`src/rtl/video_timing_gen.sv`:
```
// rtl/video_timing_gen.sv - raster timing generator: pixel enable, counters, blank/sync flags, line/frame pulses.
// Optional sync position offsets are enabled by defining VTG_SYNC_ADJ_EN.
module video_timing_gen #(
    parameter int CLK_DIV  = 8,
    parameter int W        = 9,
    parameter int H_TOTAL  = 384,
    parameter int HB_START = 258,
    parameter int HB_END   = 2,
    parameter int HS_START = 309,
    parameter int HS_END   = 341,
    parameter int V_TOTAL  = 264,
    parameter int VB_START = 240,
    parameter int VB_END   = 16,
    parameter int VS_START = 250,
    parameter int VS_END   = 253,
    parameter int SYNC_POL = 0
) (
    input  logic         clk_sys,
    input  logic         reset,
    input  logic [3:0]   h_adj,
    input  logic [3:0]   v_adj,
    output logic [W-1:0] hcount,
    output logic [W-1:0] vcount,
    output logic         hb,
    output logic         vb,
    output logic         hs,
    output logic         vs,
    output logic         ce_pix,
    output logic         line_start,
    output logic         frame_start
);

    localparam int DW = (CLK_DIV > 1) ? $clog2(CLK_DIV) : 1;
    localparam logic [DW-1:0] DIV_LAST = DW'(CLK_DIV - 1);
    localparam logic [W-1:0]  H_MAX    = W'(H_TOTAL - 1);
    localparam logic [W-1:0]  V_MAX    = W'(V_TOTAL - 1);
    localparam logic [W:0]    H_TOT_X  = (W+1)'(H_TOTAL);
    localparam logic [W:0]    V_TOT_X  = (W+1)'(V_TOTAL);
    localparam logic [W:0]    HB_S_X   = (W+1)'(HB_START);
    localparam logic [W:0]    HB_E_X   = (W+1)'(HB_END);
    localparam logic [W:0]    VB_S_X   = (W+1)'(VB_START);
    localparam logic [W:0]    VB_E_X   = (W+1)'(VB_END);
    localparam logic [W:0]    HS_LO_C  = (W+1)'(HS_START % H_TOTAL);
    localparam logic [W:0]    HS_HI_C  = (W+1)'(HS_END % H_TOTAL);
    localparam logic [W:0]    VS_LO_C  = (W+1)'(VS_START % V_TOTAL);
    localparam logic [W:0]    VS_HI_C  = (W+1)'(VS_END % V_TOTAL);
    localparam logic          S_ACT    = (SYNC_POL != 0);

    logic [DW-1:0] div_q;
    logic          tick;
    logic          h_wrap;
    logic [W-1:0]  h_nxt;
    logic [W-1:0]  v_nxt;
    logic          frame_nxt;
    logic          hb_nxt;
    logic          vb_nxt;
    logic          hs_nxt;
    logic          vs_nxt;
    logic [W:0]    hs_lo;
    logic [W:0]    hs_hi;
    logic [W:0]    vs_lo;
    logic [W:0]    vs_hi;

    // Half-open window [lo, hi) on a circular count; lo > hi means it wraps through 0.
    function automatic logic in_win(input logic [W:0] x, input logic [W:0] lo, input logic [W:0] hi);
        if (lo <= hi)
            return (x >= lo) && (x < hi);
        else
            return (x >= lo) || (x < hi);
    endfunction

`ifdef VTG_SYNC_ADJ_EN
    logic [3:0] ha_q;
    logic [3:0] va_q;
    logic [3:0] ha_nxt;
    logic [3:0] va_nxt;

    // base + signed 4-bit offset, reduced mod total; base is already below total.
    function automatic logic [W:0] wrap_add(input logic [W:0] base, input logic [3:0] adj,
                                            input logic [W:0] total);
        logic [3:0] mag4;
        logic [W:0] mag;
        logic [W:0] s;
        mag4 = adj[3] ? (~adj + 4'd1) : adj;
        mag  = {{(W-3){1'b0}}, mag4};
        if (adj[3]) begin
            s = (base >= mag) ? (base - mag) : (base + total - mag);
        end else begin
            s = base + mag;
            if (s >= total)
                s = s - total;
        end
        return s;
    endfunction

    // New offsets take effect on the very update that presents the frame origin.
    always_comb begin
        ha_nxt = frame_nxt ? h_adj : ha_q;
        va_nxt = frame_nxt ? v_adj : va_q;
        hs_lo  = wrap_add(HS_LO_C, ha_nxt, H_TOT_X);
        hs_hi  = wrap_add(HS_HI_C, ha_nxt, H_TOT_X);
        vs_lo  = wrap_add(VS_LO_C, va_nxt, V_TOT_X);
        vs_hi  = wrap_add(VS_HI_C, va_nxt, V_TOT_X);
    end

    always_ff @(posedge clk_sys) begin
        if (reset) begin
            ha_q <= '0;
            va_q <= '0;
        end else if (tick && frame_nxt) begin
            ha_q <= h_adj;
            va_q <= v_adj;
        end
    end
`else
    logic unused_adj;
    assign unused_adj = ^{h_adj, v_adj};

    always_comb begin
        hs_lo = HS_LO_C;
        hs_hi = HS_HI_C;
        vs_lo = VS_LO_C;
        vs_hi = VS_HI_C;
    end
`endif

    always_comb begin
        tick      = (div_q == DIV_LAST);
        h_wrap    = (hcount == H_MAX);
        h_nxt     = h_wrap ? '0 : hcount + W'(1);
        v_nxt     = vcount;
        if (h_wrap)
            v_nxt = (vcount == V_MAX) ? '0 : vcount + W'(1);
        frame_nxt = (h_nxt == '0) && (v_nxt == '0);
        hb_nxt    = ({1'b0, h_nxt} >= HB_S_X) || ({1'b0, h_nxt} < HB_E_X);
        vb_nxt    = ({1'b0, v_nxt} >= VB_S_X) || ({1'b0, v_nxt} < VB_E_X);
        hs_nxt    = in_win({1'b0, h_nxt}, hs_lo, hs_hi) ? S_ACT : ~S_ACT;
        vs_nxt    = in_win({1'b0, v_nxt}, vs_lo, vs_hi) ? S_ACT : ~S_ACT;
    end

    // Counters start one step before the origin so the first enable presents (0,0).
    always_ff @(posedge clk_sys) begin
        if (reset) begin
            div_q       <= '0;
            hcount      <= H_MAX;
            vcount      <= V_MAX;
            hb          <= 1'b1;
            vb          <= 1'b1;
            hs          <= ~S_ACT;
            vs          <= ~S_ACT;
            ce_pix      <= 1'b0;
            line_start  <= 1'b0;
            frame_start <= 1'b0;
        end else begin
            div_q       <= tick ? '0 : div_q + DW'(1);
            ce_pix      <= tick;
            line_start  <= tick && (h_nxt == '0);
            frame_start <= tick && frame_nxt;
            if (tick) begin
                hcount <= h_nxt;
                vcount <= v_nxt;
                hb     <= hb_nxt;
                vb     <= vb_nxt;
                hs     <= hs_nxt;
                if (h_wrap)
                    vs <= vs_nxt;
            end
        end
    end

endmodule

```
`config.mk`:
```
export PLATFORM = sky130hd
export DESIGN_NAME = video_timing_gen
export DESIGN_NICKNAME = d
export VERILOG_FILES = /design/src/rtl/video_timing_gen.sv
export SDC_FILE = /design/constraint.sdc
export NUM_CORES = 1
export LEC_CHECK = 0
export ABC_AREA = 1
export CAP_MARGIN = 20
export CORE_MARGIN = 5
export CORE_UTILIZATION = 52
export CTS_CLUSTER_SIZE = 40
export DETAILED_ROUTE_END_ITERATION = 7
export PLACE_DENSITY = 0.92
export SLEW_MARGIN = 20
export SYNTH_ARGS = -nofsm -noshare
export SYNTH_HDL_FRONTEND = slang
export SYNTH_SLANG_ARGS = --single-unit
```
`constraint.sdc`:
```
create_clock -name clk_sys -period 2.84 [get_ports clk_sys]
set_clock_uncertainty 0.1 [all_clocks]
set_input_delay 0.852 -clock clk_sys [delete_from_list [all_inputs] [get_ports clk_sys]]
set_output_delay 0.852 -clock clk_sys [all_outputs]
set_load 0.05 [all_outputs]
```
==> results of run 1 <==
kinds of logic (layout without fill, tap and decap cells):
group,Yosys count,in the layout
xor+xnor,4,4
compound gates,34,34
simple gates,146,146
fa+ha+maj,7,7
flops,28,28
buf+inv,41,69
where the power goes:
group	switching, mW	total (mW)	internal, mW
clock network	0.113	0.163	0.0498
logic	0.0567	0.0823	0.0255
registers	0.00359	0.402	0.398
cell type report:
type	instances	area [um^2]
multi-input cells	191	962.2
repair buffers	29	282.8
well taps	44	55.05
fillers	295	1056
clock buffers	3	22.52
inverters	37	138.9
flip-flops and latches	28	560.5
metrics by stage:
stage	cells	worst slack (ns)
5_1_grt	332	0.09954
2_1_floorplan	260	0.7191
3_3_place_gp	329	0.3727
3_5_place_dp	329	0.3544
6_report	332	0.1670
4_1_cts	332	0.1554
Yosys cell counts:
library cell	count
nand3_4	1
buf_2	1
o22ai_1	6
nand2_1	72
nand3b_1	1
a31oi_1	1
nand2_2	5
nor2_2	6
clkinv_1	2
xnor2_1	1
nand3_1	19
dfxtp_1	28
xor2_1	3
clkbuf_1	2
o21a_1	1
a21oi_1	7
nor4_1	1
o21ai_0	9
nand2_4	1
o31ai_1	1
ha_1	7
nor2_1	35
o21ai_2	1
buf_6	1
inv_1	33
a22oi_1	5
o21ai_1	3
inv_2	2
nand4_1	5
registers in the layout, summed over array words and instances (netlist names):
signal,flops
hcount,9
vcount,9
div_q,3
ce_pix,1
frame_start,1
hb,1
hs,1
line_start,1
vb,1
vs,1
metal layers:
layer	share of wire [%]	GRT usage [%]	routed length, um	vias to the layer above
li1	-	-	-	891
met1	46	25.64	1785	781
met2	46	30.69	1789	74
met3	7.6	2.024	299	5
met4	1.1	6.329	44	0
met5	0	0	0	-
how the worst min path moves through the flow:
| stage | startpoint | to |
|---|---|---|
| after floorplan | div_q[0] | div_q[0] |
| after global placement | div_q[0] | div_q[0] |
| after detailed placement | div_q[0] | div_q[0] |
| after CTS | div_q[0] | div_q[0] |
| after global routing | div_q[0] | div_q[0] |
| final | div_q[0] | div_q[0] |
==> results, run 1 <==
- Along the worst path, the maximum fanout reaches 8.
- Post-CTS repair changed the size of 0 cells.
- After synthesis, the largest area contributor takes up 33.26% of total cell area.
- The row count is 20.
- The most critical setup path has its endpoint at vcount[5].
- The setup slack of the worst register-to-register path is 0.69 ns.
- Across the run, the number of max-cap violations was 0.
- For this run, the top clock speed supported by timing is 374.1 MHz.
- Leaving out fill and tap cells, the most frequent cell in the layout is nand2_1.
- The total overflow left after global routing is 0.
- After the first detailed-routing iteration, the DRC count stood at 143.
- The clock reaches the later pin of the worst-skew pair after 0.33 ns.
- The setup fix buffers added after clock tree synthesis is 0.
- The adder-cell share of the synthesized area is 5.197%.
- After synthesis, the mean cell area works out to 6.482 um^2.
- The worst voltage drop across the vdd grid is 208.3 uV.
- Traced cell by cell, the critical path runs through clkdlybuf4s50_1.
- The area growth from synthesis to layout is 19.97%.
- The number of nets in the synthesized netlist is 277.
- The simple-gate area share of the yosys netlist is 37.94%.
- On the critical path, the stage with the largest delay is an instance of clkdlybuf4s50_1.
- In the final routed layout, each cell accounts on average for 11.80 um.
- The number of global-route vias before repair is 1539.
- Once the floorplan was initialized, standard cells occupied 54.76% of the core.
- The clock net in this run drives a total of 28 sinks.
- Setup repair after global routing left no endpoint under its margin.
- Subtracting the final worst setup slack from the clock period gives 2.673 ns.
- The clock tree from TritonCTS is done.
- For this design the static power due to leakage is 1.015 nW.
- The complex-gate fraction of the synthesized area is 11.88%.
- The number of hold-repair buffers added at the cts stage is 0.
- By startpoint and endpoint, the worst setup path is classified as register to output pin.
- The overall die height is 66.93 um.
- Along the worst hold path, the cell count comes to 1.
- The cell area reported after detailed placement is 1999 um^2.
- The number of synthesized register bits is 28.
- The total number of yosys warnings is 0.
- During I/O placement, the number of pins put on the boundary was 35.
- The total die area is 4480 um^2.
- Measured on the finished design, the core utilization comes to 65.69%.
- The path class of the tightest hold or removal check is register to register.
- The layout net count is 307.
- The number of slew-limit violations in the final report came to 0.
- The total iterations of the first detailed-routing run is 5.
- The global-route wire length before repair is 6637 um.
- The number of inserted diodes is 0.
- The largest net degree at the start of global routing is 18.
- In this run the horizontal extent of the chip is 66.93 um.
- The power density normalized to cell area is 320.0 nW/um^2.
- Overall power consumption after layout is estimated at 647.1 uW.
- The largest incremental delay on the critical path is 0.87 ns.
- The run finished with clean final reports.
- The share of the Yosys chip area taken by registers is 33.26%.
- The path depth of the worst reg2reg path is 12.
- The number of buffer and inverter instances along the worst setup path is 1.
- The region available for standard cell placement spans 3078 um^2.
- Setup violations remaining at the end of the flow were counted as 0.
- In this run the critical register-to-register path is captured at vs.
- The launching point of the worst reg2reg path is hcount[0].
- Synthesis handed over a netlist of 260 instances.
- The actual transition at the worst max-transition pin is 0.5239 ns.
- The initial antenna violation count is 0.
- The count of H-tree levels built during CTS is 1.
- In the layout the commonest cells are nand2_1, nor2_1, inv_1, dfxtp_1, clkdlybuf4s50_1.
- The largest delay contributor family on the critical path is buffers and inverters.
- The post-synth design cell area is 1685 um^2.
- The total detailed-routing wirelength is 3919 um.
- The most area-hungry cell type in the Yosys netlist is dfxtp_1.
- The most critical setup path has its startpoint at vcount[5].
- The count of cell types in the netlist is 29.
- In the post-synthesis netlist, the biggest area contributors are dfxtp_1, nand2_1, nor2_1.
- The tightest hold margin is 0.3345 ns.
- Dividing the detail-routed via count by the number of cells gives 5.274.
- The relative max-transition margin is 64.86%.
- Adding up every negative setup slack in the final design gives 0 ns.
- The number of clock buffers added by TritonCTS is 3.
- The worst path uses 94.12% of the clock period.
- The clock slew at the register clock pins of the worst setup and hold paths is 0.15 ns.
- The remaining antenna violation count after routing is 0.
- Data on the critical path is required at its endpoint by 1.89 ns.
- The HPWL after detailed placement is 2953 um.
- The endpoint class of the critical path is an output pin.
- The worst endpoint data arrival time is 1.72 ns.
- The post-route netlist has 7.639% of its cells at a drive strength greater than 1.
- The clock tree root driver cell is clkbuf_4.
- STA classifies the critical path startpoint as a register.
- At the end of routability-driven placement, the weighted congestion stood at 0.9239.
- The post-route standard cell area excluding fillers is 2022 um^2.
- Counting along the longest clock path gives a buffer depth of 2.
- In the global route stage, overall resource usage came out at 18.83%.
- The xor and xnor fraction of the mapped netlist area is 2.079%.
- After detailed routing, the number of remaining DRC violations is 0.
- After synthesis, the largest family of logic cells by area is simple AND/OR/NAND/NOR gates.
- The number of hold violations in the final report is 0.
- In this run the tool buffered the top-level ports with 26 buffer cells.
- The portion of synthesized area spent on multiplexers is 0%.
- The path length in cells of the critical path is 1.
- The via count is 1751.
No activity file was read; power rests on OpenSTA's default activity.
==> inputs of run 2 (changes only) <==
CORE_UTILIZATION = 55   (was 52)
PLACE_DENSITY = 0.95   (was 0.92)
==> results, run 2 (synthesis gave the netlist of run 1 again) <==
- The overall die height is 65.36 um.
- The critical path's slowest cell is clkdlybuf4s50_1.
- The depth of the worst hold-timing path is 1.
- For this run, the detailed router's first-pass iteration total came to 4.
- The startpoint of the lowest-slack hold path is div_q[0].
- The row count is 20.
- The core area is 3003 um^2.
- For flop-to-flop paths, the worst setup slack is 0.73 ns.
- The initial antenna violation count is 0.
- The core occupancy in the finished layout is 66.63%.
- Registers are responsible for 62.0% of the overall power.
- The worst setup margin is 0.1522 ns.
- The launching point of the worst reg2reg path is hcount[0].
- The endpoint class of the critical path is an output pin.
- For the worst flop-to-flop path, the logic depth is 12.
- Measured against its own limit, the worst slew margin works out to 65.44%.
- The horizontal die dimension is 65.36 um.
- The clock tree from TritonCTS is done.
- The largest registers in the layout are hcount (9), vcount (9), div_q (3).
- At the worst endpoint, the required time is 1.89 ns.
- The HPWL after detailed placement is 2975 um.
- After detailed routing, the average wire length per cell comes to 12.28 um.
- Dividing total power by cell area gives a power density of 324.2 nW/um^2.
- Setup repair after global routing left no endpoint under its margin.
- At the pin with the least slew margin, the transition time is 0.5168 ns.
- In this run the clock root is driven by a clkbuf_4.
- The detailed router's first-iteration violation count is 111.
- The number of buffers and inverters on the critical path is 1.
- The number of global-route vias before repair came to 1541.
- The area overhead of the layout relative to synthesis is 18.71%.
- The clock slew at the register clock pins of the worst setup and hold paths is 0.15 ns.
- Excluding fillers, the count of instances in the completed layout stands at 320.
- Among cell families on the critical path, the largest total delay comes from buffers and inverters.
- Dividing the detail-routed via count by the number of cells gives 5.444.
- The global route total overflow is 0.
- The net switching component of the power is 174.9 uW.
- The largest net degree at the start of global routing is 18.
- The post-detailed-route DRC marker count is 0.
- After routing, the total negative slack on setup checks comes to 0 ns.
- The routed layout has 1742 vias.
- After routing the design area is 2001 um^2.
- Traced cell by cell, the critical path runs through clkdlybuf4s50_1.
- The clock network is responsible for 25.4% of the overall power.
- The starting density of the core is 56.12%.
- The internal portion of the total power is 473.7 uW.
- 0 antenna diodes ended up in the layout.
- Summed over all cells, the static leakage comes to 1.011 nW.
- The total detailed-routing wirelength is 3929 um.
- The remaining antenna violation count after routing is 0.
- The count of boundary I/O pins is 35.
- The total die area is 4271 um^2.
- The clock net in this run drives a total of 28 sinks.
- The final critical-path share of the clock period is 94.64%.
- The count of buffers inserted at the top-level ports is 26.
- Leaving out fill and tap cells, the most frequent cell in the layout is nand2_1.
- The run finished with clean final reports.
- The later-pin clock latency in the skew report is 0.33 ns.
- Along the worst path, the maximum fanout reaches 8.
- The number of hold-repair buffers added at the cts stage is 0.
- After the last flow step, the layout net total stands at 306.
- The number of hold violations in the final report is 0.
- The number of cells upsized or downsized after cts is 0.
- The worst voltage drop across the vdd grid is 278.9 uV.
- Final hold analysis gives a worst-case slack of 0.3350 ns.
- The top cell types in the final layout, fill and taps aside, are nand2_1, nor2_1, inv_1, dfxtp_1, clkdlybuf4s50_1.
- The logic gate share of total power is 12.6%.
- The clock passes through at most 2 buffers.
- The worst slack at placement is 0.3401 ns.
- The capturing element of the worst setup path is vcount[5].
- On the worst path, the slowest cell contributes a delay of 0.87 ns.
- The combined global-route utilization of all metal layers is 19.58%.
- The worst setup path startpoint is vcount[5].
- The endpoint identified for the worst register-to-register timing path is vs.
- The number of buffers created by CTS is 3.
- Post-CTS timing repair inserted 0 buffers for setup.
- Based on the critical path, the design can be clocked at up to 372.1 MHz.
- Once placement completed, the tool counted placed cells totaling 317.
- In the final layout, the share of cells above drive strength 1 is 7.317%.
- The count of H-tree levels built during CTS is 1.
- The final critical-path required period is 2.688 ns.
- The number of slew-limit violations in the final report is 0.
- At the worst endpoint, the arrival time is 1.74 ns.
- Setup violations remaining at the end of the flow were counted as 0.
- The first global-routing pass estimated 6741 um of wire.
- By startpoint and endpoint, the worst setup path is classified as register to output pin.
- STA classifies the critical path startpoint as a register.
- At the end of routability-driven placement, the weighted congestion stood at 0.9204.
- Net switching is 26.96% of the power.
- The tool flagged a number of max-cap violations equal to 0.
- The placed instances occupy a cell area of 1978 um^2.
- The min-delay analysis places its worst path in the category register to register.
- The total power is 648.5 uW.
- The path length in cells of the critical path is 1.
[run 2: routing by layer]
| layer | track usage (%) | part of all wire [%] | up-vias |
|---|---|---|---|
| met5 | 0 | 0 | - |
| met4 | 7.254 | 2.0 | 0 |
| met3 | 2.222 | 9.9 | 11 |
| met2 | 31.98 | 45 | 89 |
| met1 | 26.45 | 43 | 756 |
| li1 | - | - | 886 |
[run 2: worst min path at each step]
stage,end,slack [ns]
global route,div_q[0],0.35
floorplan,div_q[0],0.30
finish,div_q[0],0.33
CTS,div_q[0],0.34
global placement,div_q[0],0.31
detailed placement,div_q[0],0.32
[run 2: final cells by class]
cell class / count / area, um^2
clock buffer: 3 / 22.52
fill: 265 / 1002
inverter: 37 / 138.9
sequential: 28 / 560.5
multi-input combinational: 191 / 962.2
tap: 33 / 41.29
timing repair buffer: 28 / 275.3
[run 2: power by group through the flow]
| stage | Combinational (mW) | Clock, mW | Sequential [mW] |
|---|---|---|---|
| 2_1_floorplan | 0.0566 | 0 | 0.416 |
| 3_3_place_gp | 0.0785 | 0 | 0.410 |
| 3_5_place_dp | 0.0801 | 0 | 0.411 |
| 4_1_cts | 0.0805 | 0.165 | 0.402 |
| 5_1_grt | 0.0904 | 0.191 | 0.403 |
| 6_report | 0.0817 | 0.165 | 0.402 |
[run 2: worst register-to-register path, cell delays in order, from the launching register on]
cell	delay, ns
dfxtp_1	0.45
ha_1	0.20
nand2_1	0.10
nor2_2	0.17
nand3_4	0.25
inv_2	0.19
nand2_1	0.08
nand2_2	0.10
nand3_1	0.07
nor2_1	0.12
nand3_1	0.09
nand2_1	0.07
nand2_1	0.05
==> inputs of run 3 (changes only) <==
ABC_AREA = default   (was 1)
CORE_ASPECT_RATIO = 1.25   (was default)
CORE_MARGIN = 2   (was 5)
CORE_UTILIZATION = 56   (was 55)
==> results, run 3 <==
- Along the worst path, the maximum fanout reaches 12.
- The startpoint type of the worst setup path is a register.
- CTS saw 28 sinks.
- Summed over all failing endpoints, the final setup total negative slack is 0 ns.
- The largest registers in the layout are hcount (9), vcount (9), div_q (3).
- The cell with the most instances after synthesis is dfxtp_1.
- The longest clock path from root to sink contains 2 buffers.
- The mean routed wirelength per cell is 16.02 um.
- After clock tree synthesis, the flow added hold-fix buffers numbering 0.
- After Yosys synthesis, and, or, nand and nor cells account for 28.69% of the synthesized area.
- During I/O placement, the number of pins put on the boundary was 35.
- The library cells used most frequently in the layout, excluding fill and tap cells, are dfxtp_1, clkdlybuf4s50_1, nand2_1, nor2_1, o21ai_0.
- The total number of yosys warnings is 0.
- The later-pin clock latency in the skew report is 0.28 ns.
- The relative max-transition margin is 57.22%.
- The number of inserted diodes is 0.
- Data on the critical path is required at its endpoint by 1.89 ns.
- The endpoint class of the critical path is an output pin.
- At the pin with the least slew margin, the transition time is 0.6358 ns.
- The setup slack of the worst register-to-register path is 0.33 ns.
- The critical path's slowest cell is clkdlybuf4s50_1.
- Dividing the final minimum period by the clock period gives 94.97%.
- Entering global routing, the biggest net connects 17 pins.
- Traced cell by cell, the critical path runs through clkdlybuf4s50_1.
- The worst endpoint data arrival time is 1.75 ns.
- The detail route stage leaves a number of antenna-violating nets equal to 0.
- The power density normalized to cell area is 346.6 nW/um^2.
- The worst setup path is of the register to output pin kind.
- The global route total overflow is 0.
- The detailed router's first-iteration violation count is 112.
- CTS built an H-tree with a depth of 1.
- The library cell used most frequently in the layout, excluding fill and tap cells, is dfxtp_1.
- The number of slew-limit violations in the final report was 0.
- Averaged over all synthesized cells, the footprint is 7.522 um^2.
- The run finished with clean final reports.
- Before antenna repair, the detailed router went through 5 iterations.
- Summing the areas of all compound-gate instances in the mapped netlist gives 24.59% of the synthesized area.
- Buffers inserted during clock tree synthesis total 3.
- The die covers 3855 um^2.
- CTS placed an instance of clkbuf_8 at the clock tree root.
- Post-CTS timing repair inserted 0 buffers for setup.
- The floorplan step set the die height to 68.92 um.
- The multiplexer share of the synthesized area is 1.060%.
- In this run the worst hold path is classified as register to register.
- Synthesis produced a netlist with a net count of 268.
- After detailed routing, the number of vias per cell comes to 6.566.
- The most area-hungry cell type in the Yosys netlist is dfxtp_1.
- From left edge to right edge, the die measures 55.94 um.
- The post-detailed-route DRC marker count is 0.
- The main combinational cell family by area after synthesis is simple AND/OR/NAND/NOR gates.
- The tool flagged a number of max-cap violations equal to 0.
- The ratio of cells with drive above 1 in the final layout is 8.394%.
- The first global-routing pass estimated 7928 um of wire.
- After synthesis the cells add up to 1888 um^2.
- The number of buffer and inverter instances along the worst setup path is 1.
- The number of global-route vias before repair is 1784.
- The share of the synthesized area in the top cell type is 29.69%.
- The final critical-path required period is 2.697 ns.
- The adder-cell share of the synthesized area is 4.639%.
- The count of cell types in the netlist is 50.
- The cell area reported after detailed placement is 2215 um^2.
- The total area inside the core boundary comes to 3223 um^2.
- The number of hold violations in the final report is 0.
- For this configuration, the core starts out at a cell density of 58.58%.
- The most used flip-flop cell after synthesis is dfxtp_1.
- The total detailed-routing wirelength is 4981 um.
- Once the clock tree was built, the resizer swapped 0 gates to a different size.
- By count the netlist is led by dfxtp_1, nand2_1, nor2_1.
- The area overhead of the layout relative to synthesis is 21.07%.
- VDD sags by at most 223.7 uV.
- Grouping stages by cell kind, the critical path spends the most delay in buffers and inverters.
- The total setup violations reported at the end of the flow is 0.
- The analysis attributes to cell leakage a power of 0.9550 nW.
- The post-route standard cell area excluding fillers is 2286 um^2.
- The share of the Yosys chip area taken by registers is 29.69%.
- The maximum clock frequency is 370.8 MHz.
- The largest incremental delay on the critical path is 0.88 ns.
- Setup repair after global routing left no endpoint under its margin.
- The HPWL after detailed placement is 3469 um.
- Synthesis inferred 28 register bits.
- The xor and xnor fraction of the mapped netlist area is 4.639%.
- The layout net count is 292.
- TritonCTS built the clock tree.
- The gate count after technology mapping is 251.
- The count of flip-flops with a built-in enable after synthesis is 0.
- Input and output buffers added on the ports amount to 26.
- The fraction of registers with async set or reset after synthesis is 0%.
- The combined global-route utilization of all metal layers is 25.58%.
- The initial antenna violation count is 0.
- The routed layout has 2042 vias.
- Routability-driven placement finished with a final weighted congestion of 0.9786.
- In the post-synthesis netlist, the biggest area contributors are dfxtp_1, nand2_1, ha_1.
- The row count is 23.
- The clock slew at the register clock pins of the worst setup and hold paths is 0.10 ns.
==> run 3: cell count changes in the layout (fill, tap and decap cells not counted), sizes merged, moves of 9 or more <==
| cell | before | now |
|---|---|---|
| nand2 | 78 | 25 |
| inv | 35 | 9 |
| nor2 | 41 | 18 |
| buf | 2 | 15 |
| nor3 | 0 | 10 |
| a21oi | 7 | 16 |
| and3 | 0 | 9 |
==> run 3: kinds of logic (layout without fill, tap and decap cells) <==
family	Yosys count	count (layout)
simple gates	101	101
flops	28	28
xor+xnor	10	10
buf+inv	31	54
fa+ha+maj	7	7
compound gates	72	72
mux	2	2
==> run 3: final timing paths <==
path | from | end | cells past startpoint
max | hcount[0] | hcount[0] | 1
min | div_q[0] | div_q[0] | 1
max reg2reg | hcount[5] | vs | 5
min reg2reg | div_q[0] | div_q[0] | 1
==> run 3: routing by layer <==
layer,track usage [%],wire [um],up-vias
met5,0,0,-
met4,12.20,195,0
met2,48.07,2481,96
li1,-,-,969
met3,4.291,363,26
met1,28.52,1940,951
==> run 3: through the flow <==
step           cells  total power [mW]  worst slack [ns]  utilization, %  hold WS, ns
4_1_cts          311            0.7943            0.1526           70.92       0.3449
3_5_place_dp     307            0.4853            0.3983           68.71       0.3262
6_report         311            0.7924            0.1429           70.92       0.3437
2_1_floorplan    251            0.4643            0.2681               -       0.3043
3_3_place_gp     307            0.4839            0.4215           68.71       0.3190
5_1_grt          311            0.8186           0.08745           70.92       0.3722
==> run 3: layout make-up <==
type                            instances  area (um^2)
Sequential cell                        28        560.5
Tap cell                               37        46.29
Multi-Input combinational cell        192         1201
Clock inverter                          1        30.03
Inverter                                9        33.78
Clock buffer                            3        41.29
Fill cell                             252        937.1
Timing Repair Buffer                   41        372.9
==> run 3: power by group <==
group / internal [mW] / switching [mW]
logic: 0.0298 / 0.0470
clock network: 0.189 / 0.125
registers: 0.398 / 0.00428
total: 0.616 / 0.176
